`config.mk`:
```
export PLATFORM = sky130hd
export DESIGN_NAME = gate_model_bist_flat
export DESIGN_NICKNAME = d
export VERILOG_FILES = /design/src/rtl/gate_model_bist_if.sv /design/src/rtl/gate_model_bist.sv /design/src/flat_wrapper.sv
export SDC_FILE = /design/constraint.sdc
export NUM_CORES = 1
export LEC_CHECK = 0
export ABC_AREA = 1
export BUFFER_PORTS_ARGS = -buffer_cell sky130_fd_sc_hd__buf_2
export CAP_MARGIN = 15
export CORE_ASPECT_RATIO = 0.75
export CORE_UTILIZATION = 53
export DETAILED_ROUTE_END_ITERATION = 8
export PLACE_DENSITY_LB_ADDON = 0.25
export SLEW_MARGIN = 0
export SYNTH_ARGS = -nofsm -noshare
export SYNTH_HDL_FRONTEND = slang
export SYNTH_SLANG_ARGS = --single-unit
```
`constraint.sdc`:
```
create_clock -name clk -period 2.5 [get_ports clk]
set_clock_uncertainty 0.2 [all_clocks]
set_input_delay 0.5 -clock clk [delete_from_list [all_inputs] [get_ports clk]]
set_output_delay 0.5 -clock clk [all_outputs]
set_load 0.005 [all_outputs]
```
`src/rtl/gate_model_bist_if.sv`:
```
// rtl/gate_model_bist_if.sv - control and gate-model bundle for the gate-model BIST harness
//
// Groups the lab-control handshake (start/abort/num_patterns/exp_sig in,
// busy/done/pass/signature/pat_count out) and the gate-model stimulus and
// response (dut_in out, dut_out in).
//   master : lab control plus gate model (drives start, abort, num_patterns, exp_sig, dut_out)
//   slave  : the BIST harness (drives dut_in, busy, done, pass, signature, pat_count)
interface gate_model_bist_if #(
    parameter int IN_W  = 20,
    parameter int OUT_W = 10,
    parameter int CNT_W = 16
);
    logic             start;
    logic             abort;
    logic [CNT_W-1:0] num_patterns;
    logic [OUT_W-1:0] exp_sig;
    logic [IN_W-1:0]  dut_in;
    logic [OUT_W-1:0] dut_out;
    logic             busy;
    logic             done;
    logic             pass;
    logic [OUT_W-1:0] signature;
    logic [CNT_W-1:0] pat_count;

    modport master (
        output start, abort, num_patterns, exp_sig, dut_out,
        input  dut_in, busy, done, pass, signature, pat_count
    );

    modport slave (
        input  start, abort, num_patterns, exp_sig, dut_out,
        output dut_in, busy, done, pass, signature, pat_count
    );
endinterface

```
`src/rtl/gate_model_bist.sv`:
```
// rtl/gate_model_bist.sv - LFSR/MISR built-in self-test harness for a combinational gate model
//
// An LFSR drives the gate-model inputs. Each pattern is held for SETTLE
// edges, and then the response is folded into a MISR. After num_patterns
// captures, the MISR signature is compared against exp_sig.
// Ports:
//   clk   : rising-edge clock
//   rst_n : asynchronous active-low reset
//   bus   : gate_model_bist_if.slave (control handshake plus gate-model stimulus/response)
module gate_model_bist #(
    parameter int             IN_W   = 20,
    parameter int             OUT_W  = 10,
    parameter int             CNT_W  = 16,
    parameter logic [IN_W-1:0]  TAPS  = 20'h90000,
    parameter logic [OUT_W-1:0] MTAPS = 10'h240,
    parameter logic [IN_W-1:0]  SEED  = IN_W'(1),
    parameter int             SETTLE = 1
) (
    input  logic              clk,
    input  logic              rst_n,
    gate_model_bist_if.slave  bus
);

    // An all-zero LFSR state would lock up, so a zero seed is replaced by 1.
    localparam logic [IN_W-1:0] SEED_V = (SEED == '0) ? IN_W'(1) : SEED;
    localparam int              SW     = (SETTLE > 1) ? $clog2(SETTLE) : 1;
    localparam logic [SW-1:0]   SETTLE_LAST = SW'(SETTLE - 1);

    typedef enum logic [1:0] {
        S_IDLE = 2'd0,
        S_RUN  = 2'd1,
        S_DONE = 2'd2
    } state_t;

    state_t           state_q,  state_d;
    logic [IN_W-1:0]  lfsr_q,   lfsr_d;
    logic [OUT_W-1:0] misr_q,   misr_d;
    logic [CNT_W-1:0] cnt_q,    cnt_d;
    logic [CNT_W-1:0] n_q,      n_d;
    logic [SW-1:0]    settle_q, settle_d;
    logic             busy_q,   busy_d;
    logic             done_q,   done_d;

    logic [IN_W-1:0]  lfsr_next;
    logic [OUT_W-1:0] misr_next;
    logic [CNT_W-1:0] cnt_inc;

    assign lfsr_next = {lfsr_q[IN_W-2:0], ^(lfsr_q & TAPS)};
    assign misr_next = {misr_q[OUT_W-2:0], ^(misr_q & MTAPS)} ^ bus.dut_out;
    assign cnt_inc   = cnt_q + CNT_W'(1);

    always_comb begin
        state_d  = state_q;
        lfsr_d   = lfsr_q;
        misr_d   = misr_q;
        cnt_d    = cnt_q;
        n_d      = n_q;
        settle_d = settle_q;
        busy_d   = busy_q;
        done_d   = done_q;

        case (state_q)
            S_IDLE, S_DONE: begin
                // start wins over abort here; abort means nothing outside RUN.
                if (bus.start) begin
                    lfsr_d   = SEED_V;
                    misr_d   = '0;
                    cnt_d    = '0;
                    settle_d = '0;
                    n_d      = bus.num_patterns;
                    done_d   = 1'b0;
                    if (bus.num_patterns == '0) begin
                        state_d = S_DONE;
                        busy_d  = 1'b0;
                    end else begin
                        state_d = S_RUN;
                        busy_d  = 1'b1;
                    end
                end else if (state_q == S_DONE) begin
                    // done trails entry into DONE by one edge; this is the
                    // compare cycle after the last MISR update.
                    done_d = 1'b1;
                end
            end

            S_RUN: begin
                if (bus.abort) begin
                    // Partial signature and count are left visible.
                    state_d = S_IDLE;
                    busy_d  = 1'b0;
                end else if (settle_q != SETTLE_LAST) begin
                    settle_d = settle_q + SW'(1);
                end else begin
                    misr_d   = misr_next;
                    lfsr_d   = lfsr_next;
                    cnt_d    = cnt_inc;
                    settle_d = '0;
                    if (cnt_inc == n_q) begin
                        state_d = S_DONE;
                        busy_d  = 1'b0;
                    end
                end
            end

            default: begin
                state_d = S_IDLE;
                busy_d  = 1'b0;
                done_d  = 1'b0;
            end
        endcase
    end

    always_ff @(posedge clk or negedge rst_n) begin
        if (!rst_n) begin
            state_q  <= S_IDLE;
            lfsr_q   <= SEED_V;
            misr_q   <= '0;
            cnt_q    <= '0;
            n_q      <= '0;
            settle_q <= '0;
            busy_q   <= 1'b0;
            done_q   <= 1'b0;
        end else begin
            state_q  <= state_d;
            lfsr_q   <= lfsr_d;
            misr_q   <= misr_d;
            cnt_q    <= cnt_d;
            n_q      <= n_d;
            settle_q <= settle_d;
            busy_q   <= busy_d;
            done_q   <= done_d;
        end
    end

    assign bus.dut_in    = lfsr_q;
    assign bus.busy      = busy_q;
    assign bus.done      = done_q;
    assign bus.signature = misr_q;
    assign bus.pat_count = cnt_q;
    // exp_sig may change while in DONE, so pass follows it combinationally.
    assign bus.pass      = done_q && (misr_q == bus.exp_sig);

endmodule

```
`src/flat_wrapper.sv`:
```
// flat-port wrapper written by rule: the top's interface ports become plain ports
module gate_model_bist_flat 
#(
    parameter int             IN_W   = 20,
    parameter int             OUT_W  = 10,
    parameter int             CNT_W  = 16,
    parameter logic [IN_W-1:0]  TAPS  = 20'h90000,
    parameter logic [OUT_W-1:0] MTAPS = 10'h240,
    parameter logic [IN_W-1:0]  SEED  = IN_W'(1),
    parameter int             SETTLE = 1
)
  (clk, rst_n, bus_start, bus_abort, bus_num_patterns, bus_exp_sig, bus_dut_out, bus_dut_in, bus_busy, bus_done, bus_pass, bus_signature, bus_pat_count);
  gate_model_bist_if #(.IN_W(IN_W), .OUT_W(OUT_W), .CNT_W(CNT_W)) bus_i ();
  input  logic clk;
  input  logic rst_n;
  input wire logic [$bits(bus_i.start)-1:0] bus_start;
  input wire logic [$bits(bus_i.abort)-1:0] bus_abort;
  input wire logic [$bits(bus_i.num_patterns)-1:0] bus_num_patterns;
  input wire logic [$bits(bus_i.exp_sig)-1:0] bus_exp_sig;
  input wire logic [$bits(bus_i.dut_out)-1:0] bus_dut_out;
  output wire logic [$bits(bus_i.dut_in)-1:0] bus_dut_in;
  output wire logic [$bits(bus_i.busy)-1:0] bus_busy;
  output wire logic [$bits(bus_i.done)-1:0] bus_done;
  output wire logic [$bits(bus_i.pass)-1:0] bus_pass;
  output wire logic [$bits(bus_i.signature)-1:0] bus_signature;
  output wire logic [$bits(bus_i.pat_count)-1:0] bus_pat_count;
  assign bus_i.start = bus_start;
  assign bus_i.abort = bus_abort;
  assign bus_i.num_patterns = bus_num_patterns;
  assign bus_i.exp_sig = bus_exp_sig;
  assign bus_i.dut_out = bus_dut_out;
  assign bus_dut_in = bus_i.dut_in;
  assign bus_busy = bus_i.busy;
  assign bus_done = bus_i.done;
  assign bus_pass = bus_i.pass;
  assign bus_signature = bus_i.signature;
  assign bus_pat_count = bus_i.pat_count;
  gate_model_bist #(.IN_W(IN_W), .OUT_W(OUT_W), .CNT_W(CNT_W), .TAPS(TAPS), .MTAPS(MTAPS), .SEED(SEED), .SETTLE(SETTLE)) u_core (.clk(clk), .rst_n(rst_n), .bus(bus_i));
endmodule
```
# Word-level counts from Yosys, hierarchy flattened
# Cells that the tools add are included.
# op_classes
add_sub_neg	2
eq_ne	10
mux	31
n_bitwise	2
reduce_logical	12
# ops
op	n
2-to-1 mux 20 bit	3
2-to-1 mux 16 bit	3
one-hot mux 20 bit (2 select lines)	1
one-hot mux 16 bit (2 select lines)	1
2-to-1 mux 10 bit	3
one-hot mux 10 bit (2 select lines)	1
XOR reduction 20 bit	1
adder 16 x 1 -> 16 bit (second input constant)	1
equality test 16 bit	1
zero test 16 bit	1
equality test 10 bit	1
2-to-1 mux 1 bit	10
2-to-1 mux 2 bit	5
XOR reduction 10 bit	1
XOR 10 bit	1
inequality test 2 bit (second input constant)	3
inequality test 3 x 2 -> 1 bit (second input constant)	2
one-hot mux 1 bit (2 select lines)	3
AND reduction 3 bit	2
one-hot mux 2 bit (2 select lines)	1
AND reduction 2 bit	2
AND reduction 4 bit	1
inequality test 3 bit (second input constant)	1
equality test 2 x 1 -> 1 bit (second input constant)	1
7 further kinds	7
# word_totals
register_bits	67
wordCells	65

# Logic depth before layout (Yosys ltp)
# logic_depth
ltp_word	6
mapped_depth	16

# Worst setup path after synthesis
# No wires, ideal clock.
# synth_path
path_type	reg-to-reg
from	register u_core.cnt_q[0] (netlist: u_core.bus.pat_count[0])
to	register u_core.busy_q (netlist: u_core.bus.busy)
setup_ns	0.116
arrival_time_ns	1.667
required_time_ns	2.184
setup_slack_ns	0.516
stages_incl_launch_ff	17
path_buffers	0
cell_sequence	dfrtp_1 ha_1 nand2_1 nor2_1 nand2_1 inv_1 nand2_1 nand2_1 nand3_1 nand2_1 nand2_1 nor2_1 nand3_1 nand2_1 nand2_1 nand2_1 nand2_1
# synth_between
elab_chain_cells	4
# synth_rtl
item	line_no	source
start: declaration	gate_model_bist.sv:38	logic [CNT_W-1:0] cnt_q, cnt_d;
start signal: assignment	gate_model_bist.sv:127	cnt_q <= cnt_d;
adder 16 x 1 -> 16 bit	gate_model_bist.sv:50	assign cnt_inc = cnt_q + CNT_W'(1);
equality test 16 bit	gate_model_bist.sv:98	if (cnt_inc == n_q) begin
inequality test 3 x 2 -> 1 bit (no line)	--	
AND reduction 3 bit (no line)	--	
end signal: assignment	gate_model_bist.sv:130	busy_q <= busy_d;
end: declaration	gate_model_bist.sv:41	logic busy_q, busy_d;
# No other way between the ends.
# A chain may end at the register's enable or synchronous reset.

# Final worst setup path
# layout_path
from	register u_core.misr_q[5] (netlist: u_core.bus.signature[5])
to	output port bus_pass
# layout_between
elab_chain_cells	2
# layout_rtl
item	line_no	source
start: declaration	gate_model_bist.sv:37	logic [OUT_W-1:0] misr_q, misr_d;
start signal: assignment	gate_model_bist.sv:126	misr_q <= misr_d;
equality test 10 bit	gate_model_bist.sv:141	assign bus.pass = done_q && (misr_q == bus.exp_sig);
logical AND 1 bit	gate_model_bist.sv:141	
end: declaration	flat_wrapper.sv:24	output wire logic [$bits(bus_i.pass)-1:0] bus_pass;
# No other way between the ends.

==> impl_table.tex <==
\begin{tabular}{lr}
\hline
Metric & Value \\
\hline
\multicolumn{2}{l}{\textbf{Worst setup path}} \\
Max Fanout on Critical Path & 3 \\
Number of stages on the worst setup path & 5 \\
Crit-path slowest cell & sky130\_fd\_sc\_hd\_\_a2111o\_1 \\
Crit-path max cell delay & 0.41 ns \\
Crit path buf inv count & 2 \\
Worst reg2reg path depth & 13 \\
Worst Path Required & 1.80 ns \\
Worst-path cell chain & inv\_1, o21ai\_0, a2111o\_1, nor4\_2, buf\_2 \\
CP Class & register to primary output \\
CP delay by family, top & compound AO/OA/AOI/OAI gates \\
Worst reg2reg path endpoint & u\_core.bus.busy \\
Endpoint arrival time on the critical path & 1.70 ns \\
Nature of the critical path endpoint & primary output \\
CP startpoint & u\_core.bus.signature[5] \\
Sort of element at the start of the critical path & register \\
Worst reg-to-reg setup slack & between 0.1 and 0.15 ns \\
Critical R2R Launch & u\_core.bus.pat\_count[2] \\
Capture point of the critical path & bus\_pass \\
\multicolumn{2}{l}{\textbf{Global routing}} \\
Vias in the first global route & 2987 \\
First-pass GRT wire length & $\sim$14000 um \\
Total grt overflow & 0 \\
Initial antenna violation count & 0 \\
Pin count of the biggest net entering global routing & 29 \\
Global router's overall resource usage & 0.273 \\
\multicolumn{2}{l}{\textbf{Placement}} \\
Post-placement cell area & about 4000 sq um \\
Routability cong. & about 0.92 \\
Placed Instances & 594 \\
Placed wire-length estimate & roughly 6300 um \\
Number of input and output port buffers inserted & just under 90 \\
\multicolumn{2}{l}{\textbf{Yosys}} \\
Yosys synthesis warning count & 0 \\
Cells after synthesis & approximately 430 \\
Ys flop type & sky130\_fd\_sc\_hd\_\_dfrtp\_1 \\
Portion of the post-synthesis area used by sequential elements & 0.485 \\
Post-synthesis instance area & 3410 sq um \\
Leading cell types by total area after synthesis & sky130\_fd\_sc\_hd\_\_dfrtp\_1 48\%, sky130\_fd\_sc\_hd\_\_nand2\_1 13\%, sky130\_fd\_sc\_hd\_\_inv\_1 5.9\% \\
EDFF count, synth & 0 \\
Count of state elements after synthesis & 66 \\
Post-Synthesis Net Count & 472 \\
Count of different cell masters after synthesis & 30 \\
Fraction of synthesis flops using an asynchronous set or reset pin & 1.00 \\
Area share of the leading cell type in the synthesized netlist & 0.477 \\
Cell type with the largest total area after synthesis & sky130\_fd\_sc\_hd\_\_dfrtp\_1 \\
Avg Cell Area, Syn & 7.91 sq um \\
\multicolumn{2}{l}{\textbf{Floorplan}} \\
Die height & 71.5 um \\
Total die area & between 6000 and 7000 sq um \\
Core area & 6010 sq um \\
Die Span X & 94.6 um \\
Row count & 24 \\
Effective utilization at floorplan & 0.568 \\
Total I/O pin count & just under 90 \\
\multicolumn{2}{l}{\textbf{Clocking}} \\
Maximum buffer depth of the clock tree & 2 \\
Sinks on the clock net & 66 \\
H-tree lvl count & 3 \\
CTS Root Cell & sky130\_fd\_sc\_hd\_\_clkbuf\_8 \\
TritonCTS Buffers & 9 \\
Clock transition at the register clock pins on the worst setup and hold paths after CTS & 0.07 ns \\
Clock tree from TritonCTS & yes \\
Clock Latency Late Sink & between 0.3 and 0.4 ns \\
\multicolumn{2}{l}{\textbf{Power}} \\
Power Density & $\sim$800 nW/um\^{}2 \\
Clk pwr share & 0.275 \\
Total leakage power & about 2.1 nW \\
Switching part of the total & 0.344 \\
Cell-internal power & $\sim$0.0022 W \\
Peak supply drop & about 0.00046 V \\
Power consumption & $\sim$0.0033 W \\
Portion of total power attributed to sequential cells & 0.436 \\
Power dissipated by switching net loads & around 0.0011 W \\
Combinational share of power & 0.289 \\
\multicolumn{2}{l}{\textbf{Routing}} \\
Number of nets still failing antenna checks after routing & 0 \\
Via count & roughly 3.3k \\
WL per Instance & 14.3 um \\
DR DRC count & 0 \\
Avg Vias per Cell & 5.38 \\
Number of DRC markers in iteration 0 & between 200 and 250 \\
Final wirelength & 8780 um \\
Length of the first detailed-routing pass in iterations & 6 \\
\multicolumn{2}{l}{\textbf{STA}} \\
Shortest clock period the worst path allows after layout & around 2.4 ns \\
Aggregate negative setup slack & 0 ns \\
Slew @ Worst Pin & approximately 0.79 ns \\
Final setup violation count & 0 \\
Peak Freq & around 420 MHz \\
Pins over their slew limit & 0 \\
Number of endpoints with negative hold slack in the final report & 0 \\
Fraction of the cycle the final worst path needs & 0.962 \\
Slew Limit Headroom & 0.473 \\
\multicolumn{2}{l}{\textbf{Cells and area}} \\
Layout net count & 571 \\
Final core utilization & 0.701 \\
Layout Area Growth over Synthesis & 23.5\% \\
Share of final-layout standard cells stronger than drive strength 1 & 0.236 \\
Number of diodes added for antenna fixing & 0 \\
Total of fill cells in the finished design & a little over 500 \\
Final non-filler cell area & about 4200 sq um \\
Number of non-filler instances in the completed layout & just over 600 \\
\multicolumn{2}{l}{\textbf{Worst hold path}} \\
Classification of the worst-slack hold path & input pin to register \\
Number of stages on the worst hold path & 3 \\
\multicolumn{2}{l}{\textbf{Run status}} \\
Result of the run & completed \\
\multicolumn{2}{l}{\textbf{Job}} \\
Maximum Capacitance Violations & 0 \\
\hline
\end{tabular}
[worst register-to-register path: stages, from the launching register on]
cell and delay, ns:
sky130_fd_sc_hd__dfrtp_1 0.50, sky130_fd_sc_hd__nand3_1 0.20, sky130_fd_sc_hd__nor2_1 0.33, sky130_fd_sc_hd__nand4_1 0.19, sky130_fd_sc_hd__nand2_1 0.16, sky130_fd_sc_hd__nand2_1 0.09
sky130_fd_sc_hd__nand2_1 0.07, sky130_fd_sc_hd__nand2_1 0.06, sky130_fd_sc_hd__nor2_1 0.11, sky130_fd_sc_hd__nand3_1 0.08, sky130_fd_sc_hd__nand2_1 0.11, sky130_fd_sc_hd__nand2_1 0.07
sky130_fd_sc_hd__nand2_1 0.05, sky130_fd_sc_hd__nand2_1 0.04
[area by class of cell]
type                    instances  area (sq um)  share of cell area
multi-input cells             297          1510               0.357
well taps                      78          97.6              0.0232
repair buffers                101           553               0.131
inverters                      55           206              0.0490
clock buffers                  11           141              0.0336
flip-flops and latches         66          1650               0.393
clock inverters                 5          53.8              0.0128
[worst min-delay path by stage]
stage	start	endpoint	slack (ns)
2_1_floorplan	rst_n	u_core.bus.busy	0.004
3_3_place_gp	u_core.bus.dut_in[11]	u_core.bus.dut_in[11]	0.29
3_5_place_dp	u_core.bus.dut_in[9]	u_core.bus.dut_in[9]	0.29
4_1_cts	bus_num_patterns[1]	u_core.n_q[1]	0.16
5_1_grt	bus_num_patterns[1]	u_core.n_q[1]	0.17
6_report	bus_num_patterns[1]	u_core.n_q[1]	0.17
[cells in the mapped netlist, types with 2 or more instances]
| library cell | number |
|---|---|
| sky130_fd_sc_hd__nand2_1 | 120 |
| sky130_fd_sc_hd__dfrtp_1 | 65 |
| sky130_fd_sc_hd__inv_1 | 54 |
| sky130_fd_sc_hd__o21ai_0 | 40 |
| sky130_fd_sc_hd__nand3_1 | 38 |
| sky130_fd_sc_hd__nor2_1 | 26 |
| sky130_fd_sc_hd__xnor2_1 | 17 |
| sky130_fd_sc_hd__o22ai_1 | 16 |
| sky130_fd_sc_hd__clkbuf_1 | 9 |
| sky130_fd_sc_hd__o31ai_1 | 8 |
| sky130_fd_sc_hd__xor2_1 | 6 |
| sky130_fd_sc_hd__nand4_1 | 5 |
| sky130_fd_sc_hd__buf_2 | 3 |
| sky130_fd_sc_hd__nand3b_1 | 3 |
| sky130_fd_sc_hd__a21oi_1 | 2 |
| sky130_fd_sc_hd__nor2_2 | 2 |
| sky130_fd_sc_hd__nor3_1 | 2 |
| sky130_fd_sc_hd__nor4_1 | 2 |
| sky130_fd_sc_hd__or2_2 | 2 |
[stage by stage]
stage / hold slack [ns] / setup WS, ns
after floorplan: 0.00441 / 0.516
after global routing: 0.172 / -0.00594
final: 0.175 / 0.0953
after global placement: 0.288 / 0.315
after detailed placement: 0.293 / 0.220
after CTS: 0.163 / 0.0191
[sequential cells by signal, indices dropped and copies added, names as in the netlist]
register	count
u_core.bus.dut_in	20
u_core.bus.pat_count	16
u_core.n_q	16
u_core.bus.busy	1
u_core.bus.signature	10
u_core.state_q	2
u_core.bus.done	1
[cell usage in the layout, fill, tap and decap left out, types with 2 or more instances in the layout]
| master | instances |
|---|---|
| sky130_fd_sc_hd__buf_2 | 88 |
| sky130_fd_sc_hd__nor2_1 | 25 |
| sky130_fd_sc_hd__dfrtp_1 | 64 |
| sky130_fd_sc_hd__o22ai_1 | 16 |
| sky130_fd_sc_hd__xor2_1 | 6 |
| sky130_fd_sc_hd__xnor2_1 | 17 |
| sky130_fd_sc_hd__nand3b_1 | 3 |
| sky130_fd_sc_hd__nor2_2 | 3 |
| sky130_fd_sc_hd__nand4_1 | 5 |
| sky130_fd_sc_hd__clkbuf_8 | 10 |
| sky130_fd_sc_hd__nand3_1 | 38 |
| sky130_fd_sc_hd__o31ai_1 | 8 |
| sky130_fd_sc_hd__nor3_1 | 2 |
| sky130_fd_sc_hd__inv_1 | 54 |
| sky130_fd_sc_hd__a21oi_1 | 2 |
| sky130_fd_sc_hd__or2_2 | 2 |
| sky130_fd_sc_hd__o21ai_0 | 40 |
| sky130_fd_sc_hd__nand2_1 | 120 |
| sky130_fd_sc_hd__buf_4 | 11 |
| sky130_fd_sc_hd__clkinv_2 | 3 |
[what timing repair did]
action / 4_1_cts / 5_1_grt
hold endpoints to repair: 19 / 0
gates resized for setup: 0 / 4
hold buffers: 1 / 0
endpoints found under the setup margin: 0 / 4
setup buffers: 0 / 2
[metal layers]
| layer | vias to the layer above | GRT usage | share of wire |
|---|---|---|---|
| li1 | 1607 | - | - |
| met1 | 1548 | 0.391 | 0.47 |
| met2 | 133 | 0.408 | 0.45 |
| met3 | 11 | 0.0722 | 0.074 |
| met4 | 0 | 0.0859 | 0.012 |
| met5 | - | 0 | 0 |
[power groups by stage]
stage / clock (W) / combinational [W] / sequential [W]
after floorplan: 0 / 0.000574 / 0.00143
after global placement: 0 / 0.000893 / 0.00145
after detailed placement: 0 / 0.000908 / 0.00146
after CTS: 0.000913 / 0.000918 / 0.00144
after global routing: 0.000958 / 0.00106 / 0.00146
final: 0.000906 / 0.000951 / 0.00144
[cell families after synthesis]
logic type | share of synthesized area
xor gates and xnor gates | 0.0657
and+or+nand+nor | 0.251
buffers and inverters | 0.0771
AOI/OAI and AO/OA | 0.117
adders and majority gates | 0.00367
DFF | 0.485
(Power assumes the default switching activity.)
